`src/rtl/sound_latch_bridge.sv`:
```
// Byte mailbox between the 68000 main CPU and the Z80 sound CPU.
// Also generates the Z80 NMI pulse and tracks per-direction status.
module sound_latch_bridge #(
    parameter int NMI_PULSE = 16
) (
    input  logic        clk,
    input  logic        reset_n,
    input  logic        m68k_latch_cs,
    input  logic        z80_latch_read_cs,
    input  logic        m68k_rw,
    input  logic [15:0] m68k_dout,
    output logic [15:0] m68k_latch_din,
    input  logic        z80_latch_cs,
    input  logic        z80_rd_n,
    input  logic        z80_wr_n,
    input  logic [7:0]  z80_dout,
    output logic [7:0]  z80_latch_din,
    output logic        z80_nmi_n,
    output logic        latch_pending,
    output logic        latch2_pending,
    output logic        latch_overrun
);

    if (NMI_PULSE < 1 || NMI_PULSE > 255) begin : g_bad_pulse
        $error("NMI_PULSE must be within 1..255");
    end

    localparam logic [7:0] PULSE_W = 8'(NMI_PULSE);

    typedef enum logic {
        S_IDLE,
        S_PULSE
    } nmi_state_t;

    nmi_state_t state_q;
    nmi_state_t state_d;
    logic [7:0] cnt_q;
    logic [7:0] cnt_d;
    logic       nmi_n_q;

    logic [7:0] latch_q;
    logic [7:0] latch2_q;
    logic       pend_q;
    logic       pend2_q;
    logic       ovr_q;

    logic w68;
    logic r68;
    logic wz;
    logic rz;
    logic w68_prev;
    logic r68_prev;
    logic wz_prev;
    logic rz_prev;
    logic w68_rise;
    logic r68_fall;
    logic wz_rise;
    logic rz_fall;

    // The low data byte of the 68k bus carries nothing for this latch.
    logic unused_dout_lo;
    assign unused_dout_lo = ^m68k_dout[7:0];

    assign w68 = m68k_latch_cs;
    assign r68 = z80_latch_read_cs & m68k_rw;
    assign wz  = z80_latch_cs & ~z80_wr_n;
    assign rz  = z80_latch_cs & ~z80_rd_n;

    assign w68_rise = w68 & ~w68_prev;
    assign r68_fall = ~r68 & r68_prev;
    assign wz_rise  = wz & ~wz_prev;
    assign rz_fall  = ~rz & rz_prev;

    // Strobe history so each bus cycle acts exactly once.
    always_ff @(posedge clk) begin
        if (!reset_n) begin
            w68_prev <= 1'b0;
            r68_prev <= 1'b0;
            wz_prev  <= 1'b0;
            rz_prev  <= 1'b0;
        end else begin
            w68_prev <= w68;
            r68_prev <= r68;
            wz_prev  <= wz;
            rz_prev  <= rz;
        end
    end

    // Mailbox data and status; a set on the same edge beats a clear.
    always_ff @(posedge clk) begin
        if (!reset_n) begin
            latch_q  <= 8'h00;
            latch2_q <= 8'h00;
            pend_q   <= 1'b0;
            pend2_q  <= 1'b0;
            ovr_q    <= 1'b0;
        end else begin
            if (w68_rise) begin
                latch_q <= m68k_dout[15:8];
            end
            if (w68_rise && pend_q) begin
                ovr_q <= 1'b1;
            end
            if (w68_rise) begin
                pend_q <= 1'b1;
            end else if (rz_fall) begin
                pend_q <= 1'b0;
            end
            if (wz_rise) begin
                latch2_q <= z80_dout;
            end
            if (wz_rise) begin
                pend2_q <= 1'b1;
            end else if (r68_fall) begin
                pend2_q <= 1'b0;
            end
        end
    end

    // NMI pulse state register; the output follows the next state.
    always_ff @(posedge clk) begin
        if (!reset_n) begin
            state_q <= S_IDLE;
            cnt_q   <= 8'd0;
            nmi_n_q <= 1'b1;
        end else begin
            state_q <= state_d;
            cnt_q   <= cnt_d;
            nmi_n_q <= (state_d == S_IDLE);
        end
    end

    // NMI next state: a 68k write (re)loads the width counter.
    always_comb begin
        state_d = state_q;
        cnt_d   = cnt_q;
        if (w68_rise) begin
            state_d = S_PULSE;
            cnt_d   = PULSE_W;
        end else if (state_q == S_PULSE) begin
            cnt_d = cnt_q - 8'd1;
            if (cnt_q == 8'd1) begin
                state_d = S_IDLE;
            end
        end
    end

    assign m68k_latch_din = {latch2_q, 8'h00};
    assign z80_latch_din  = latch_q;
    assign z80_nmi_n      = nmi_n_q;
    assign latch_pending  = pend_q;
    assign latch2_pending = pend2_q;
    assign latch_overrun  = ovr_q;

endmodule

```
`config.mk`:
```
export PLATFORM = sky130hd
export DESIGN_NAME = sound_latch_bridge
export DESIGN_NICKNAME = d
export VERILOG_FILES = /design/src/rtl/sound_latch_bridge.sv
export SDC_FILE = /design/constraint.sdc
export NUM_CORES = 1
export LEC_CHECK = 0
export ABC_CLOCK_PERIOD_IN_PS = 4100
export CAP_MARGIN = 20
export CORE_ASPECT_RATIO = 1.4
export CORE_UTILIZATION = 45
export CTS_BUF_LIST = sky130_fd_sc_hd__clkbuf_8
export CTS_CLUSTER_DIAMETER = 60
export DETAILED_ROUTE_END_ITERATION = 7
export PLACE_DENSITY = 0.87
export SYNTH_ARGS = -nofsm -noshare
export SYNTH_HDL_FRONTEND = slang
export SYNTH_SLANG_ARGS = --single-unit
```
`constraint.sdc`:
```
create_clock -name clk -period 4.1 [get_ports clk]
set_input_delay 0.82 -clock clk [delete_from_list [all_inputs] [get_ports clk]]
set_output_delay 0.82 -clock clk [all_outputs]
set_load 0.005 [all_outputs]
```
After elaboration in Yosys (flattened, before gate mapping) --
Cells that the tools add are included.
Word-level totals: flip-flop bits (word level) 33, input bits 32, word-level logic and storage cells 44
Operators by class: $add $sub $neg 1, eq/ne operators 1, multiplexer cells 9, bitwise logic cells 15, reductions and logical operators 5
Operators by type and width (count):
- 5-bit 2-to-1 mux | 2
- 8-bit by 1-bit equality test with 1-bit output (second input constant) | 1
- 1-bit inverter | 8
- 8-bit by 1-bit subtractor with 8-bit output (second input constant) | 1
- 1-bit bitwise AND | 7
- 1-bit 2-to-1 mux | 7
- 2-bit nonzero test | 3
- 2-bit OR reduction | 1
- 1-bit logical AND | 1

Depth between registers and ports, before layout --
Gate-level depths: netlist (run 1).
word-level depth 6, gate-level depth with buffers 5, mapped depth without buffers 5

Worst setup path after synthesis (run 1) --
Ideal clock, no wire load.
path type input-to-reg, start input port z80_wr_n, end register latch2_q[0], arrival 1464 ps, data required time 3972 ps, slack 2508 ps, cell stages on the path 4, cell sequence nor3b_1 -> buf_2 -> mux2i_1 -> nor2_1
On the way: cells in the longest elaborated chain, start to end 3
RTL lines:
- start: declaration | RTL line 15 | input logic z80_wr_n,
- 1-bit inverter | RTL line 66 | assign wz = z80_latch_cs & ~z80_wr_n;
- 1-bit bitwise AND | RTL line 66
- 1-bit bitwise AND | RTL line 71 | assign wz_rise = wz & ~wz_prev;
- end signal: assignment | RTL line 110 | latch2_q <= z80_dout;
- end: declaration | RTL line 42 | logic [7:0] latch2_q;
Every way passes these cells. A chain may end at the register's enable or synchronous reset.

Final worst setup path (run 1) --
start input port reset_n, end register cnt_q[7]
On the way: cells in the longest elaborated chain, start to end 2
RTL lines:
- start: declaration | RTL line 7 | input logic reset_n,
- 1-bit inverter (no line)
- 2-bit OR reduction (no line)
- end signal: assignment | RTL line 128 | cnt_q <= cnt_d;
- end: declaration | RTL line 37 | logic [7:0] cnt_q;
Every way passes these cells.

==> results of run 1 <==
cells by family (layout without fill, tap and decap cells):
| logic type | Yosys count | count (layout) | synth area share |
|---|---|---|---|
| muxes | 9 | 9 | 0.0700 |
| adders and majority gates | 2 | 2 | 0.0195 |
| xor gates and xnor gates | 2 | 2 | 0.0136 |
| other | 1 | 8 | 0.00292 |
| AOI/OAI and AO/OA | 24 | 24 | 0.108 |
| buffers and inverters | 17 | 55 | 0.0749 |
| and+or+nand+nor | 52 | 52 | 0.197 |
| DFF | 33 | 33 | 0.514 |
synth_stat cells (2+ instances only):
cell type,instances,area (um2)
dfxtp_1,33,661
nand2_1,21,78.8
nor2_1,14,52.6
a21oi_1,12,60.1
mux2i_1,9,90.1
buf_4,8,60.1
clkbuf_1,4,15.0
o21ai_0,4,20.0
inv_1,3,11.3
o21a_1,3,22.5
or3_1,3,18.8
a21boi_0,2,15.0
ha_1,2,25.0
nand2b_1,2,12.5
nor3b_1,2,15.0
or3_2,2,15.0
power breakdown:
group / total, mW / leakage (nW) / switching, mW / internal [mW]
combinational: 0.108 / 0.377 / 0.0437 / 0.0646
sequential: 0.356 / 0.271 / 0.0143 / 0.341
clock: 0.228 / 0.0519 / 0.115 / 0.113
through the flow:
stage	total power [mW]	instance area, um2	hold slack [ps]	util
final	0.691	1790	458	0.671
after detailed placement	0.470	1710	453	0.641
after global placement	0.465	1710	442	0.641
after global routing	0.723	1790	472	0.671
after CTS	0.698	1790	459	0.671
after floorplan	0.420	1310	453	-
layout make-up:
type                            instances  area, um2
Timing Repair Buffer                   44        438
Multi-Input combinational cell         97        556
Sequential cell                        33        661
Tap cell                               36       45.0
Clock inverter                          3       11.3
Inverter                                3       11.3
Clock buffer                            5       68.8
Fill cell                             204        880
flip-flops by register name, indices dropped and copies added (netlist names):
register        count
rz_prev             1
w68_prev            1
latch2_pending      1
state_q             1
r68_prev            1
latch2_q            8
latch_overrun       1
cnt_q               8
wz_prev             1
z80_latch_din       8
latch_pending       1
z80_nmi_n           1
path summary, 6_finish.rpt:
kind	endpoint	slack (ps)	start
max	cnt_q[7]$_SDFFE_PP0P_	1960	reset_n
max reg2reg	state_q$_SDFF_PN0_	2460	cnt_q[2]$_SDFFE_PP0P_
min	z80_latch_din[1]$_SDFFE_PN0P_	460	z80_latch_din[1]$_SDFFE_PN0P_
min reg2reg	z80_latch_din[1]$_SDFFE_PN0P_	460	z80_latch_din[1]$_SDFFE_PN0P_
worst max-delay path: cells and delay by family:
| family | cells | cell delay (ps) |
|---|---|---|
| buffers and inverters | 2 | 970 |
| AND/OR/NAND/NOR | 1 | 440 |
| multiplexers | 1 | 130 |
layer usage:
| layer | up-vias | routed length (um) | GRT usage |
|---|---|---|---|
| li1 | 540 | - | - |
| met1 | 506 | 1010 | 0.206 |
| met4 | 0 | 87 | 0.157 |
| met2 | 44 | 1460 | 0.344 |
| met3 | 10 | 173 | 0.0934 |
| met5 | - | 0 | 0 |
==> metrics.txt, run 1 <==
# TYPE chip_impl_metric gauge
chip_impl_info{name="outcome",value="finished, final reports clean"} 1
chip_impl_metric{name="synth.yosys.seq_area_share",unit=""} 0.514
chip_impl_metric{name="final_nets",unit=""} 218
chip_impl_metric{name="cts_max_level",unit=""} 2
chip_impl_metric{name="max_fclk",unit="MHz"} 468
chip_impl_metric{name="yosysUniqueCellTypes",unit=""} 32
chip_impl_metric{name="fp.dieArea",unit="mm2"} 0.00308
chip_impl_metric{name="worstHoldPathCells",unit=""} 2
chip_impl_metric{name="cts_resized",unit=""} 0
chip_impl_metric{name="hpwl_reported_at_the_end_of_detailed_placement",unit="um"} 2030
chip_impl_metric{name="die_width",unit="um"} 47.2
chip_impl_metric{name="global_route.usage.total",unit=""} 0.214
chip_impl_metric{name="pwr_density_cell",unit="mW/mm2"} 386
chip_impl_metric{name="min_period_over_period",unit=""} 0.521
chip_impl_metric{name="cts_hold_buffers",unit=""} 0
chip_impl_metric{name="wirelength",unit="um"} 2730
chip_impl_metric{name="placementRows",unit=""} 22
chip_impl_metric{name="post_synth_instance_area",unit="mm2"} 0.00129
chip_impl_metric{name="r2r_cells",unit=""} 3
chip_impl_metric{name="num_cts_buffers",unit=""} 5
chip_impl_info{name="buffer_cell_driving_the_clock_tree_root",value="clkbuf_8"} 1
chip_impl_metric{name="io_pins",unit=""} 60
chip_impl_info{name="cts_tree",value="built"} 1
chip_impl_info{name="rsz0062_at_grt",value="false"} 1
chip_impl_metric{name="layout_setup_ws",unit="ps"} 1960
chip_impl_metric{name="buffer_ports.inserted",unit=""} 43
chip_impl_metric{name="timing.final.setup_violations",unit=""} 0
chip_impl_metric{name="layout-drive-gt1-share",unit=""} 0.0541
chip_impl_metric{name="maxCapViolations",unit=""} 0
chip_impl_metric{name="timing.max_slew.rel_slack",unit=""} 0.506
chip_impl_metric{name="synth_async_sr_flop_share",unit=""} 0
chip_impl_metric{name="yosys_register_bits",unit=""} 33
chip_impl_metric{name="tightest_slew",unit="ps"} 739
chip_impl_metric{name="drcViolationCount",unit=""} 0
chip_impl_metric{name="vias_after_detailed_routing",unit=""} 1100
chip_impl_info{name="critical_path_class",value="in2reg"} 1
chip_impl_metric{name="number_of_standard_cells_in_the_layout_taps_in_and_fillers_out",unit=""} 221
chip_impl_info{name="crit_slowest_cell",value="clkdlybuf4s50_1"} 1
chip_impl_metric{name="max_stage_delay",unit="ps"} 620
chip_impl_info{name="hp-class",value="reg2reg"} 1
chip_impl_metric{name="fp.dieH",unit="um"} 65.3
chip_impl_info{name="synth-main-ff-cell",value="dfxtp_1"} 1
chip_impl_metric{name="report.final.slew_viol_count",unit=""} 0
chip_impl_metric{name="synth-warning-count",unit=""} 0
chip_impl_metric{name="avgRoutedWirePerCell",unit="um"} 12.3
chip_impl_metric{name="first_global_vias",unit=""} 1076
chip_impl_metric{name="global_route.overflow_total",unit=""} 0
chip_impl_info{name="critical_path.endpoint_type",value="register"} 1
chip_impl_metric{name="crit_arrival",unit="ps"} 2360
chip_impl_metric{name="place_worst_setup_slack",unit="ps"} 1650
chip_impl_metric{name="worstPathRequired",unit="ps"} 4320
chip_impl_metric{name="final.setup_skew",unit="ps"} 4.51
chip_impl_info{name="worstPathCellList",value="clkdlybuf4s50_1, inv_1, or3_1, mux2i_1"} 1
chip_impl_metric{name="syn_inst",unit=""} 140
chip_impl_metric{name="clk_pin_slew_worst_paths",unit="ps"} 70
chip_impl_metric{name="finalHoldViolCount",unit=""} 0
chip_impl_metric{name="start_util",unit=""} 0.482
chip_impl_metric{name="insertedDiodeCount",unit=""} 0
chip_impl_metric{name="clock_insertion_delay_worst_skew",unit="ps"} 290
chip_impl_metric{name="areaGrowthSynthToFinish",unit="%"} 39.2
chip_impl_metric{name="avgViaCountPerCell",unit=""} 4.98
chip_impl_metric{name="fp.coreArea",unit="mm2"} 0.00267
chip_impl_metric{name="post_cts_buffers",unit=""} 0
chip_impl_metric{name="min_period",unit="ps"} 2140
chip_impl_metric{name="drtPass1Iterations",unit=""} 4
chip_impl_metric{name="cts_num_sinks",unit=""} 33
chip_impl_metric{name="placed_cells_incl_taps",unit=""} 213
chip_impl_metric{name="vdd_drop_max",unit="mV"} 0.285
chip_impl_info{name="commonest_cells_after_routing_fill_and_taps_aside",value="43 x clkdlybuf4s50_1, 33 x dfxtp_1, 21 x nand2_1"} 1
chip_impl_info{name="final_common_cell",value="clkdlybuf4s50_1"} 1
chip_impl_metric{name="static_power_due_to_leakage",unit="nW"} 0.700
chip_impl_metric{name="pin_count_of_the_biggest_net_entering_global_routing",unit=""} 23
chip_impl_metric{name="clock_tree.buffer_depth",unit=""} 2
chip_impl_metric{name="drt_first_iter_violations",unit=""} 13
chip_impl_info{name="critical_path.startpoint_type",value="input port"} 1
chip_impl_metric{name="number_of_antenna_violations_at_the_first_check_in_global_routing",unit=""} 0
chip_impl_metric{name="drt.antenna.violating_nets",unit=""} 0
chip_impl_metric{name="gpl.final_weighted_congestion",unit=""} 0.738
chip_impl_metric{name="setup_total_negative_slack",unit="ps"} 0
chip_impl_metric{name="path_max_fanout",unit=""} 22
chip_impl_metric{name="synth_edf_count",unit=""} 0
chip_impl_metric{name="global_route_wire_length_before_repair",unit="um"} 4480
chip_impl_metric{name="syn_area_per_cell",unit="um2"} 9.19
Power figures use the tool's default switching activity.
==> inputs of run 2 (changes only) <==
Settings changed: ABC_CLOCK_PERIOD_IN_PS 4100 to 2200, CORE_UTILIZATION 45 to 42, PLACE_DENSITY 0.87 to 0.82.
Clock period 4.1 ns to 2.2 ns, I/O delays scaled along.
==> run 2 against run 1 <==
  * Critical path depth shrank 3
  * Non-clock buffer count grew 3
  * Sequential power grew 86%
  * Worst setup slack lost 1400 ps
  * Sequential share of layout area shrank 0.53 points
  * Critical path type is now reg2out
  * Count of clock-buffer cells in the layout is the same
==> metrics.txt, run 2 (synthesized netlist as in run 1, its figures left out) <==
# TYPE chip_impl_metric gauge
chip_impl_metric{name="areaGrowthSynthToFinish",unit="%"} 41.2
chip_impl_metric{name="fp.dieH",unit="um"} 67.5
chip_impl_metric{name="die_width",unit="um"} 48.8
chip_impl_metric{name="drtPass1Iterations",unit=""} 4
chip_impl_info{name="worstSetupStartpoint",value="latch_pending$_SDFFE_PN0P_"} 1
chip_impl_metric{name="fp.coreArea",unit="mm2"} 0.00288
chip_impl_info{name="worst_hold_startpoint",value="z80_latch_din[7]$_SDFFE_PN0P_"} 1
chip_impl_info{name="cts_tree",value="built"} 1
chip_impl_info{name="crit_slowest_cell",value="clkdlybuf4s50_1"} 1
chip_impl_metric{name="area.sequential",unit="um2"} 661
chip_impl_metric{name="static_power_due_to_leakage",unit="nW"} 0.711
chip_impl_metric{name="cts_hold_buffers",unit=""} 0
chip_impl_metric{name="maxCapViolations",unit=""} 0
chip_impl_metric{name="clock_tree.buffer_depth",unit=""} 2
chip_impl_metric{name="global_route.overflow_total",unit=""} 0
chip_impl_metric{name="max_stage_delay",unit="ps"} 520
chip_impl_metric{name="drcViolationCount",unit=""} 0
chip_impl_metric{name="place_worst_setup_slack",unit="ps"} 428
chip_impl_metric{name="timing.final.setup_violations",unit=""} 0
chip_impl_info{name="commonest_cells_after_routing_fill_and_taps_aside",value="43 x clkdlybuf4s50_1, 33 x dfxtp_1, 21 x nand2_1"} 1
chip_impl_metric{name="hpwl_reported_at_the_end_of_detailed_placement",unit="um"} 2070
chip_impl_metric{name="path_max_fanout",unit=""} 3
chip_impl_info{name="critical_path.startpoint_type",value="register"} 1
chip_impl_info{name="critical-path-top-delay-family",value="buffers and inverters"} 1
chip_impl_info{name="crit-reg2reg-launch",value="cnt_q[2]$_SDFFE_PP0P_"} 1
chip_impl_metric{name="final_nets",unit=""} 221
chip_impl_info{name="rsz0062_at_grt",value="false"} 1
chip_impl_metric{name="avgRoutedWirePerCell",unit="um"} 12.7
chip_impl_metric{name="fillers",unit=""} 249
chip_impl_metric{name="post_cts_buffers",unit=""} 0
chip_impl_metric{name="worstPathRequired",unit="ps"} 1760
chip_impl_metric{name="min_period_over_period",unit=""} 0.725
chip_impl_info{name="critical_path_class",value="reg2out"} 1
chip_impl_metric{name="finalHoldViolCount",unit=""} 0
chip_impl_metric{name="gpl.final_weighted_congestion",unit=""} 0.720
chip_impl_metric{name="clock_insertion_delay_worst_skew",unit="ps"} 290
chip_impl_metric{name="placementRows",unit=""} 23
chip_impl_metric{name="report.final.slew_viol_count",unit=""} 0
chip_impl_metric{name="avgViaCountPerCell",unit=""} 4.88
chip_impl_info{name="outcome",value="finished, final reports clean"} 1
chip_impl_metric{name="drt_first_iter_violations",unit=""} 24
chip_impl_metric{name="timing.critical_path.buf_inv",unit=""} 1
chip_impl_metric{name="layout-drive-gt1-share",unit=""} 0.0798
chip_impl_metric{name="fp.dieArea",unit="mm2"} 0.00329
chip_impl_metric{name="layout_setup_ws",unit="ps"} 605
chip_impl_metric{name="buffer_ports.inserted",unit=""} 43
chip_impl_metric{name="first_global_vias",unit=""} 1058
chip_impl_metric{name="crit_arrival",unit="ps"} 1150
chip_impl_metric{name="setup_total_negative_slack",unit="ps"} 0
chip_impl_metric{name="vdd_drop_max",unit="mV"} 0.572
chip_impl_metric{name="pwr_density_cell",unit="mW/mm2"} 720
chip_impl_metric{name="start_util",unit=""} 0.447
chip_impl_info{name="worstPathCellList",value="clkdlybuf4s50_1"} 1
chip_impl_metric{name="min_period",unit="ps"} 1590
chip_impl_metric{name="global_route.usage.total",unit=""} 0.194
chip_impl_metric{name="number_of_antenna_violations_at_the_first_check_in_global_routing",unit=""} 0
chip_impl_metric{name="cts_resized",unit=""} 0
chip_impl_info{name="final_common_cell",value="clkdlybuf4s50_1"} 1
chip_impl_metric{name="pin_count_of_the_biggest_net_entering_global_routing",unit=""} 22
chip_impl_metric{name="finalHoldWorstSlack",unit="ps"} 457
chip_impl_info{name="buffer_cell_driving_the_clock_tree_root",value="clkbuf_8"} 1
chip_impl_info{name="critical_path.endpoint_type",value="output pin"} 1
chip_impl_metric{name="drt.antenna.violating_nets",unit=""} 0
chip_impl_metric{name="insertedDiodeCount",unit=""} 0
chip_impl_metric{name="global_route_wire_length_before_repair",unit="um"} 4620
chip_impl_info{name="hp-class",value="reg2reg"} 1
chip_impl_metric{name="cts_max_level",unit=""} 2
chip_impl_metric{name="cts_num_sinks",unit=""} 33
chip_impl_metric{name="wirelength",unit="um"} 2850
chip_impl_metric{name="vias_after_detailed_routing",unit=""} 1099
chip_impl_metric{name="placed_cells_incl_taps",unit=""} 217
chip_impl_metric{name="io_pins",unit=""} 60
chip_impl_metric{name="number_of_standard_cells_in_the_layout_taps_in_and_fillers_out",unit=""} 225
chip_impl_metric{name="multi_input_combinational_cell_area",unit="um2"} 556
chip_impl_metric{name="num_cts_buffers",unit=""} 5
chip_impl_metric{name="max_fclk",unit="MHz"} 627
chip_impl_metric{name="final.setup_skew",unit="ps"} 5.36
chip_impl_metric{name="clk_pin_slew_worst_paths",unit="ps"} 70
[run 2: cell types whose count changed in the layout (fill, tap and decap cells not counted), sizes merged]
cell and change:
clkinv +2, inv -2, buf +3
[run 2: layer usage]
layer / track usage / part of all wire / up-vias
met5: 0 / 0 / -
met4: 0.140 / 0.025 / 0
met3: 0.0631 / 0.065 / 6
met2: 0.351 / 0.55 / 41
met1: 0.185 / 0.36 / 508
li1: - / - / 544
[run 2: layout make-up]
| cell class | instances | area share |
|---|---|---|
| clock buffers | 5 | 0.0379 |
| clock inverters | 3 | 0.00758 |
| inverters | 3 | 0.00620 |
| multi-input cells | 97 | 0.306 |
| flip-flops and latches | 33 | 0.364 |
| well taps | 37 | 0.0255 |
| repair buffers | 47 | 0.253 |
[run 2: path summary, 6_finish.rpt]
kind                                         to  slack [ps]  cells past startpoint
setup / recovery                  latch_pending         610                      1
hold / removal    z80_latch_din[7]$_SDFFE_PN0P_         460                      2
setup reg to reg             state_q$_SDFF_PN0_         610                      3
hold reg to reg   z80_latch_din[7]$_SDFFE_PN0P_         460                      2
[run 2: power by group]
| group | switching [mW] | total (mW) | internal (mW) |
|---|---|---|---|
| Clock | 0.222 | 0.436 | 0.214 |
| Sequential | 0.0268 | 0.662 | 0.636 |
| Combinational | 0.0844 | 0.209 | 0.124 |
| Total | 0.333 | 1.31 | 0.974 |
[run 2: tightest hold or removal path, delay by kind of cell (launching register included)]
| kind | cells | cell delay (ps) |
|---|---|---|
| flip-flops | 1 | 310 |
| AND/OR/NAND/NOR | 1 | 50 |
| AO/OA/AOI/OAI | 1 | 50 |
[run 2: stage by stage]
| stage | util | area [um2] | power [mW] |
|---|---|---|---|
| after floorplan | - | 1310 | 0.783 |
| after global placement | 0.603 | 1730 | 0.871 |
| after detailed placement | 0.603 | 1730 | 0.882 |
| after CTS | 0.631 | 1820 | 1.32 |
| after global routing | 0.631 | 1820 | 1.38 |
| final | 0.631 | 1820 | 1.31 |
